===== config.mk =====
export PLATFORM = sky130hd
export DESIGN_NAME = bus_dma_master_flat
export DESIGN_NICKNAME = d
export VERILOG_FILES = /design/src/rtl/bus_dma_master_if.sv /design/src/rtl/bus_dma_master.sv /design/src/flat_wrapper.sv
export SDC_FILE = /design/constraint.sdc
export NUM_CORES = 1
export LEC_CHECK = 0
export ABC_AREA = 1
export CAP_MARGIN = 20
export CORE_ASPECT_RATIO = 1.4
export CORE_MARGIN = 2
export CORE_UTILIZATION = 46
export CTS_BUF_LIST = sky130_fd_sc_hd__clkbuf_8
export CTS_CLUSTER_SIZE = 10
export DETAILED_ROUTE_END_ITERATION = 8
export PLACE_DENSITY_LB_ADDON = 0.05
export SETUP_SLACK_MARGIN = 0.3
export SYNTH_ARGS = -nofsm -noshare
export SYNTH_HDL_FRONTEND = slang
export SYNTH_SLANG_ARGS = --single-unit

===== constraint.sdc =====
create_clock -name CLOCK -period 2.4 [get_ports CLOCK]
set_clock_uncertainty 0.1 [all_clocks]
set_input_delay 0.6 -clock CLOCK [delete_from_list [all_inputs] [get_ports CLOCK]]
set_output_delay 0.6 -clock CLOCK [all_outputs]
set_load 0.01 [all_outputs]

===== src/rtl/bus_dma_master_if.sv =====
// bus_dma_master_if: Unibus master-side signal bundle.
//   master modport: drives a/c/d, msyn, npr, sack, bbsy; receives d_in_h, ssyn, npg, bbsy_in, init.
//   slave modport:  the mirror view, used by whatever models the rest of the bus.
interface bus_dma_master_if;
    logic [17:0] a_out_h;
    logic [1:0]  c_out_h;
    logic [15:0] d_out_h;
    logic        msyn_out_h;
    logic        npr_out_h;
    logic        sack_out_h;
    logic        bbsy_out_h;
    logic [15:0] d_in_h;
    logic        ssyn_in_h;
    logic        npg_in_h;
    logic        bbsy_in_h;
    logic        init_in_h;
    modport master (
        output a_out_h, c_out_h, d_out_h, msyn_out_h, npr_out_h, sack_out_h, bbsy_out_h,
        input  d_in_h, ssyn_in_h, npg_in_h, bbsy_in_h, init_in_h
    );
    modport slave (
        input  a_out_h, c_out_h, d_out_h, msyn_out_h, npr_out_h, sack_out_h, bbsy_out_h,
        output d_in_h, ssyn_in_h, npg_in_h, bbsy_in_h, init_in_h
    );
endinterface


===== src/rtl/bus_dma_master.sv =====
// bus_dma_master: ARM-driven Unibus master running single DATI/DATIP/DATO/DATOB cycles.
//   CLOCK, RESET          : clock, synchronous active-high reset
//   armwrite/armwaddr/armwdata : ARM register write port (regs 1 = control/addr, 2 = wdata)
//   armraddr/armrdata     : ARM register read port (combinational)
//   armintrq              : mirrors the done bit
//   bus                   : Unibus master signals (NPR/SACK/BBSY arbitration, MSYN/SSYN handshake)
module bus_dma_master #(
    parameter int DESKEW  = 8,
    parameter int TIMEOUT = 1000
) (
    input  logic                     CLOCK,
    input  logic                     RESET,
    input  logic                     armwrite,
    input  logic [1:0]               armraddr,
    input  logic [1:0]               armwaddr,
    input  logic [31:0]              armwdata,
    output logic [31:0]              armrdata,
    output logic                     armintrq,
    bus_dma_master_if.master         bus
);
    typedef enum logic [2:0] {IDLE, REQ, GRANT, SETUP, WAITS, DATA, WAITN, FIN} state_t;
    state_t      state, state_n;
    logic [15:0] cnt;
    logic        busy, done;
    logic [1:0]  err, func;
    logic [17:0] addr;
    logic [15:0] wdata, rdata;
    logic        wr1, wr2, t_last, d_last, on_bus;
    assign wr1    = armwrite && !busy && armwaddr == 2'd1;
    assign wr2    = armwrite && !busy && armwaddr == 2'd2;
    // cnt holds the number of cycles already spent in the current state,
    // so comparing against N-1 makes the state last exactly N cycles.
    assign t_last = cnt == 16'(TIMEOUT - 1);
    assign d_last = cnt == 16'(DESKEW - 1);
    assign on_bus = state inside {SETUP, WAITS, DATA, WAITN};
    always_comb begin
        state_n = state;
        case (state)
            IDLE:    state_n = wr1 && armwdata[31] ? REQ : IDLE;
            REQ:     state_n = bus.npg_in_h ? GRANT : t_last ? FIN : REQ;
            GRANT:   state_n = !bus.bbsy_in_h && !bus.ssyn_in_h ? SETUP : GRANT;
            SETUP:   state_n = d_last ? WAITS : SETUP;
            WAITS:   state_n = bus.ssyn_in_h ? DATA : t_last ? FIN : WAITS;
            DATA:    state_n = WAITN;
            WAITN:   state_n = !bus.ssyn_in_h || t_last ? FIN : WAITN;
            default: state_n = IDLE;
        endcase
    end
    always_ff @(posedge CLOCK) begin
        if (RESET) begin
            state <= IDLE;
            cnt   <= '0;
            busy  <= 1'b0;
            done  <= 1'b0;
            err   <= '0;
            func  <= '0;
            addr  <= '0;
            wdata <= '0;
            rdata <= '0;
        end else if (bus.init_in_h) begin
            state <= IDLE;
            cnt   <= '0;
            if (busy) begin
                busy <= 1'b0;
                done <= 1'b1;
                err  <= 2'd3;
            end
        end else begin
            state <= state_n;
            cnt   <= state_n != state ? '0 : cnt + 16'd1;
            if (wr1) begin
                addr <= armwdata[17:0];
                func <= armwdata[29:28];
                done <= 1'b0;
                err  <= '0;
                busy <= armwdata[31];
            end
            if (wr2)
                wdata <= armwdata[15:0];
            if (state == REQ && !bus.npg_in_h && t_last)
                err <= 2'd1;
            // WAITN only errors if SSYN is still asserted at the deadline
            if (t_last && ((state == WAITS && !bus.ssyn_in_h) || (state == WAITN && bus.ssyn_in_h)))
                err <= 2'd2;
            if (state == DATA && !func[1])
                rdata <= bus.d_in_h;
            if (state == FIN) begin
                busy <= 1'b0;
                done <= 1'b1;
            end
        end
    end
    // Bus outputs decode the registered state, so they change one cycle after a transition is decided.
    assign bus.npr_out_h  = state == REQ;
    assign bus.sack_out_h = state == GRANT;
    assign bus.bbsy_out_h = on_bus;
    assign bus.msyn_out_h = state == WAITS || state == DATA;
    assign bus.a_out_h    = on_bus ? addr : '0;
    assign bus.c_out_h    = on_bus ? func : '0;
    assign bus.d_out_h    = on_bus && func[1] ? wdata : '0;
    assign armintrq       = done;
    assign armrdata = armraddr == 2'd0 ? 32'h444D1001 :
                      armraddr == 2'd1 ? {busy, done, func, err, 8'h00, addr} :
                      armraddr == 2'd2 ? {rdata, wdata} : 32'hDEADBEEF;
endmodule

===== src/flat_wrapper.sv =====
// flat-port wrapper written by rule: the top's interface ports become plain ports
module bus_dma_master_flat 
#(
    parameter int DESKEW  = 8,
    parameter int TIMEOUT = 1000
)
  (CLOCK, RESET, armwrite, armraddr, armwaddr, armwdata, armrdata, armintrq, bus_a_out_h, bus_c_out_h, bus_d_out_h, bus_msyn_out_h, bus_npr_out_h, bus_sack_out_h, bus_bbsy_out_h, bus_d_in_h, bus_ssyn_in_h, bus_npg_in_h, bus_bbsy_in_h, bus_init_in_h);
  bus_dma_master_if bus_i ();
  input  logic CLOCK;
  input  logic RESET;
  input  logic armwrite;
  input  logic [1:0] armraddr;
  input  logic [1:0] armwaddr;
  input  logic [31:0] armwdata;
  output logic [31:0] armrdata;
  output logic armintrq;
  output wire logic [$bits(bus_i.a_out_h)-1:0] bus_a_out_h;
  output wire logic [$bits(bus_i.c_out_h)-1:0] bus_c_out_h;
  output wire logic [$bits(bus_i.d_out_h)-1:0] bus_d_out_h;
  output wire logic [$bits(bus_i.msyn_out_h)-1:0] bus_msyn_out_h;
  output wire logic [$bits(bus_i.npr_out_h)-1:0] bus_npr_out_h;
  output wire logic [$bits(bus_i.sack_out_h)-1:0] bus_sack_out_h;
  output wire logic [$bits(bus_i.bbsy_out_h)-1:0] bus_bbsy_out_h;
  input wire logic [$bits(bus_i.d_in_h)-1:0] bus_d_in_h;
  input wire logic [$bits(bus_i.ssyn_in_h)-1:0] bus_ssyn_in_h;
  input wire logic [$bits(bus_i.npg_in_h)-1:0] bus_npg_in_h;
  input wire logic [$bits(bus_i.bbsy_in_h)-1:0] bus_bbsy_in_h;
  input wire logic [$bits(bus_i.init_in_h)-1:0] bus_init_in_h;
  assign bus_a_out_h = bus_i.a_out_h;
  assign bus_c_out_h = bus_i.c_out_h;
  assign bus_d_out_h = bus_i.d_out_h;
  assign bus_msyn_out_h = bus_i.msyn_out_h;
  assign bus_npr_out_h = bus_i.npr_out_h;
  assign bus_sack_out_h = bus_i.sack_out_h;
  assign bus_bbsy_out_h = bus_i.bbsy_out_h;
  assign bus_i.d_in_h = bus_d_in_h;
  assign bus_i.ssyn_in_h = bus_ssyn_in_h;
  assign bus_i.npg_in_h = bus_npg_in_h;
  assign bus_i.bbsy_in_h = bus_bbsy_in_h;
  assign bus_i.init_in_h = bus_init_in_h;
  bus_dma_master #(.DESKEW(DESKEW), .TIMEOUT(TIMEOUT)) u_core (.CLOCK(CLOCK), .RESET(RESET), .armwrite(armwrite), .armraddr(armraddr), .armwaddr(armwaddr), .armwdata(armwdata), .armrdata(armrdata), .armintrq(armintrq), .bus(bus_i));
endmodule

======== After elaboration in Yosys (flattened, before gate mapping) ========
Index checks and enable logic that the tools add are counted.
word-level totals
  flip-flop bits (word level) ............. 75
  input port bits ......................... 59
  output and inout bits ................... 73
  word-level logic and storage cells ...... 83
cells by class
  add/sub/neg operators ................... 1
  equal/unequal tests ..................... 15
  mux-type cells .......................... 24
  bitwise logic cells ..................... 1
  reductions and logical operators ........ 33
operators by type and width
  operator                                               count
  2-to-1 mux 32 bit                                      3
  case mux 3 bit (7 select lines)                        1
  2-to-1 mux 18 bit                                      1
  adder 16 x 1 -> 16 bit, second input constant          1
  equality test 16 x 10 -> 1 bit, second input constant  1
  equality test 16 x 3 -> 1 bit, second input constant   1
  2-to-1 mux 16 bit                                      1
  2-to-1 mux 2 bit                                       7
  equality test 3 bit, second input constant             4
  logical AND 1 bit                                      12
  2-to-1 mux 3 bit                                       4
  AND reduction 2 bit                                    5
  nonzero test 4 bit                                     2
  2-to-1 mux 1 bit                                       7
  equality test 3 x 2 -> 1 bit, second input constant    2
  OR reduction 3 bit                                     2
  logical NOT 1 bit                                      5
  equality test 2 x 1 -> 1 bit, second input constant    2
  equality test 2 bit, second input constant             2
  equality test 3 x 1 -> 1 bit, second input constant    1
  logical NOT 3 bit                                      1
  logical OR 1 bit                                       3
  != test 3 bit                                          1
  nonzero test 3 bit                                     1
  other kinds (4)                                        4

======== Depth between registers and ports, before layout ========
  depth in word-level cells ............... 8
  depth in mapped cells ................... 12

======== Worst setup path before layout ========
No wires, ideal clock.
  kind .................................... input port to output port
  start point ............................. in armraddr[0]
  end point ............................... out armrdata[17]
  data arrival time ....................... 1704 ps
  required time ........................... 1700 ps
  setup slack ............................. -4 ps
  stages on the path ...................... 5
  path through ............................ buf_2 > inv_1 > nor2_1 > clkinv_1 > o21ai_0
on the way
  cells in the longest elaborated chain, start to end .. 4
ends and longest elaborated chain
  item                 line                   RTL
  from (decl)          flat_wrapper.sv:12     input logic [1:0] armraddr;
  equality test 2 bit  bus_dma_master.sv:104  armraddr == 2'd2 ? {rdata, wdata} : 32'hDEADBEEF;
  2-to-1 mux 32 bit    bus_dma_master.sv:104
  2-to-1 mux 32 bit    bus_dma_master.sv:103  armraddr == 2'd1 ? {busy, done, func, err, 8'h00, addr} :
  2-to-1 mux 32 bit *  bus_dma_master.sv:102  assign armrdata = armraddr == 2'd0 ? 32'h444D1001 :
  to (decl)            flat_wrapper.sv:15     output logic [31:0] armrdata;
Mark *: on every way between the ends. The rest lies on a longest branch, timed or not.

======== Worst setup path after layout ========
  start point ............................. reg u_core.state[1]
  end point ............................... out bus_d_out_h[6]
on the way
  cells in the longest elaborated chain, start to end .. 4
ends and longest elaborated chain
  item                                                                        line                   RTL
  from (decl)                                                                 bus_dma_master.sv:22   state_t state, state_n;
  from (signal assigned)                                                      bus_dma_master.sv:69   state <= state_n;
  equality test 3 x 2 -> 1 bit / equality test 3 bit (equally long branches)  bus_dma_master.sv:35   assign on_bus = state inside {SETUP, WAITS, DATA, WAITN};
  nonzero test 4 bit *                                                        bus_dma_master.sv:35
  logical AND 1 bit *                                                         bus_dma_master.sv:100  assign bus.d_out_h = on_bus && func[1] ? wdata : '0;
  2-to-1 mux 16 bit *                                                         bus_dma_master.sv:100
  to (decl)                                                                   flat_wrapper.sv:19     output wire logic [$bits(bus_i.d_out_h)-1:0] bus_d_out_h;
Marked as above.

==> impl_metrics.tcl <==
set metrics [dict create \
    status "finished, final reports clean" \
    synth_edf_count 0 \
    cts_buffer_depth 2 \
    num_vias 3982 \
    seq_area_frac_synth_pct 41.2 \
    grt_start_max_net_pins 41 \
    pwr-share-seq_pct 47.3 \
    numPortBuffers 120 \
    final_util_pct 71.0 \
    final_max_slew_viol_count 0 \
    period_share_pct 97.4 \
    startpoint_type "register" \
    hpwlAfterDp_um 7810 \
    synth_seq_cells 75 \
    rows 38 \
    total_power_uw 2720 \
    p_per_area_nw_per_um2 497 \
    yosysMostFrequentCell "nor2_1" \
    wl_per_cell_um 14.4 \
    cpPeakStageDelay_ns 0.33 \
    worst_setup_path_end_kind "output port" \
    finalCriticalPeriod_ns 2.34 \
    crit_path_max_fanout 8 \
    crit_chain "nand2_2 -> nor2_4 -> inv_2 -> nand2_4 -> inv_4 -> nor2_4 -> clkinv_4 -> nor2_2 -> buf_2" \
    overflow 0 \
    internal-power_uw 2050 \
    synth_cell_types 30 \
    dpl-instance-area_um2 5100 \
    nFillCells 684 \
    worst_slack_ns 0.0632 \
    ys_warn_count 0 \
    clkTransAtPathRegs_ns 0.08 \
    die_y_um 109 \
    clock-root-buffer "clkbuf_8" \
    max_slew_margin_pct 75.4 \
    synthCells 537 \
    grt_pass1_wl_um 17100 \
    drive_above_1_share_pct 30.9 \
    crit_top_cell "nor2_4" \
    finalSetupViolCount 0 \
    synthTopCellsByArea "dfxtp_1 (41%), nor2_1 (12%), a21oi_1 (8.9%), inv_1 (7.7%), o21ai_0 (7.4%)" \
    max_cap_viol_count 0 \
    die_area_um2 8660 \
    cp_slowest_cell "dfxtp_2" \
    cts.htree.levels 3 \
    fmax_mhz 428 \
    first_pass_iters 7 \
    yosysTopAreaCellShare_pct 41.2 \
    path_class "register to output port" \
    fin_setup_tns_ns 0 \
    initial_core_util_pct 47.3 \
    antenna_found_initial 0 \
    hold_viol_final 0 \
    grt.total_usage_pct 25.4 \
    async_flop_share_pct 0 \
    diodes 0 \
    drtAntennaViolNets 0 \
    fin_nets 742 \
    insertion_delay_ns 0.35 \
    sw_frac_of_total_pct 24.4 \
    die_w_um 79.2 \
    max_slew.worst_pin.slew_ns 0.369 \
    tritoncts "built" \
    yosys.area.top_type "dfxtp_1" \
    coreArea_um2 7700 \
    drt_first_iter_violations 164 \
    drc 0 \
    synth_area_per_cell_um2 6.78 \
    cts.sinks 75 \
    io_pins 132 \
    hold_buffers 0 \
    rsz0062_at_grt "true" \
    ir_drop_v 0.000482 \
    netSwitchingPower_uw 663 \
    synth_ff_type "dfxtp_1" \
    crit_required_ns 1.70 \
    postLayoutCellArea_um2 5470 \
    grt_pass1_vias 3621 \
    hold_class "register to register" \
    pwr-share-comb_pct 13.5 \
    p_leak_uw 0.00232 \
    clkPwrFrac_pct 39.2 \
    viasPerCell 5.07 \
    gp_congestion 0.815 \
    whs_path_depth 1 \
    pre_cts_slack_ns -0.595 \
    synth_commonest_cells "nor2_1 (115), dfxtp_1 (75), inv_1 (75)" \
    routed_wirelength_um 11300 \
    synth_nets 597 \
    netlist_area_um2 3640 \
    cts_made_buffers 9 \
    arrival_ns 1.64 \
    r2r_cells 8 \
    area_delta_synth_final_pct 50.1 \
]
==> power groups by stage <==
| stage | Combinational [µW] | Clock, µW | Sequential, µW |
|---|---|---|---|
| after floorplan | 147 | 0 | 1310 |
| after global placement | 345 | 0 | 1310 |
| after detailed placement | 350 | 0 | 1310 |
| after CTS | 350 | 1080 | 1280 |
| after global routing | 400 | 1130 | 1290 |
| final | 367 | 1070 | 1280 |
==> state kept, by name (all words and copies together), names as in the netlist, 2 cells and up <==
| signal | flops |
|---|---|
| u_core.state | 3 |
| u_core.wdata | 16 |
| u_core.func | 2 |
| u_core.cnt | 16 |
| u_core.err | 2 |
| u_core.rdata | 16 |
| u_core.addr | 18 |
==> kinds of logic after synthesis <==
logic type / share of synthesized area (%)
compound gates: 19.2
fa+ha+maj: 0.343
xor+xnor: 3.13
buf+inv: 11.1
simple gates: 25.0
flops: 41.2
==> per-layer routing <==
layer  GRT usage (%)  vias up  share of wire (%)
li1                -     1995                  -
met1            28.0     1872                 39
met2            46.4      101                 54
met3            6.21       14                5.1
met4            9.98        0                1.9
met5               0        -                  0
==> area by class of cell <==
type,instances,area [µm²],share of cell area (%)
Inverter,81,319,5.84
Sequential cell,75,1510,27.5
Clock buffer,10,138,2.52
Timing Repair Buffer,155,1270,23.2
Multi-Input combinational cell,359,2020,37.0
Clock inverter,5,78.8,1.44
Timing Repair inverter,1,11.3,0.206
Tap cell,100,125,2.29
==> cell usage in the layout, fill, tap and decap left out, types with 5 or more instances in the layout <==
cell type,instances
nor2_1,82
dfxtp_1,72
inv_1,71
a21oi_1,57
nand2_1,53
o21ai_0,52
clkdlybuf4s50_1,46
buf_2,46
nor2_2,35
buf_4,25
buf_6,16
nand3_1,14
nor2_4,13
clkbuf_2,11
clkbuf_8,10
a21oi_2,9
inv_2,7
o22ai_2,7
xor2_1,7
xnor2_1,6
dlygate4sd2_1,5
==> path summary, 6_finish.rpt <==
check / end / start / slack, ns
setup / recovery: bus_d_out_h[6] / u_core.state[1] / 0.06
hold / removal: u_core.cnt[0] / u_core.cnt[0] / 0.36
setup reg to reg: u_core.cnt[14] / u_core.cnt[0] / 0.44
hold reg to reg: u_core.cnt[0] / u_core.cnt[0] / 0.36
==> critical path: cells and delay by family, from the launching register on <==
kind                   cells  cell delay, ns
AND/OR/NAND/NOR            5            0.54
buffers and inverters      4            0.42
flip-flops                 1            0.33
==> metrics by stage <==
step / std cells / hold WS (ns)
final: 786 / 0.355
after global routing: 786 / 0.385
after CTS: 780 / 0.357
after detailed placement: 762 / 0.342
after global placement: 762 / 0.328
after floorplan: 537 / 0.318
==> repair_timing <==
action                                  in CTS  in global routing
setup buffers                                3                  4
cloned                                       0                  2
endpoints found under the setup margin      72                 82
pin swaps                                    4                  6
resized for setup                          285                 98
(Power assumes the default switching activity.)
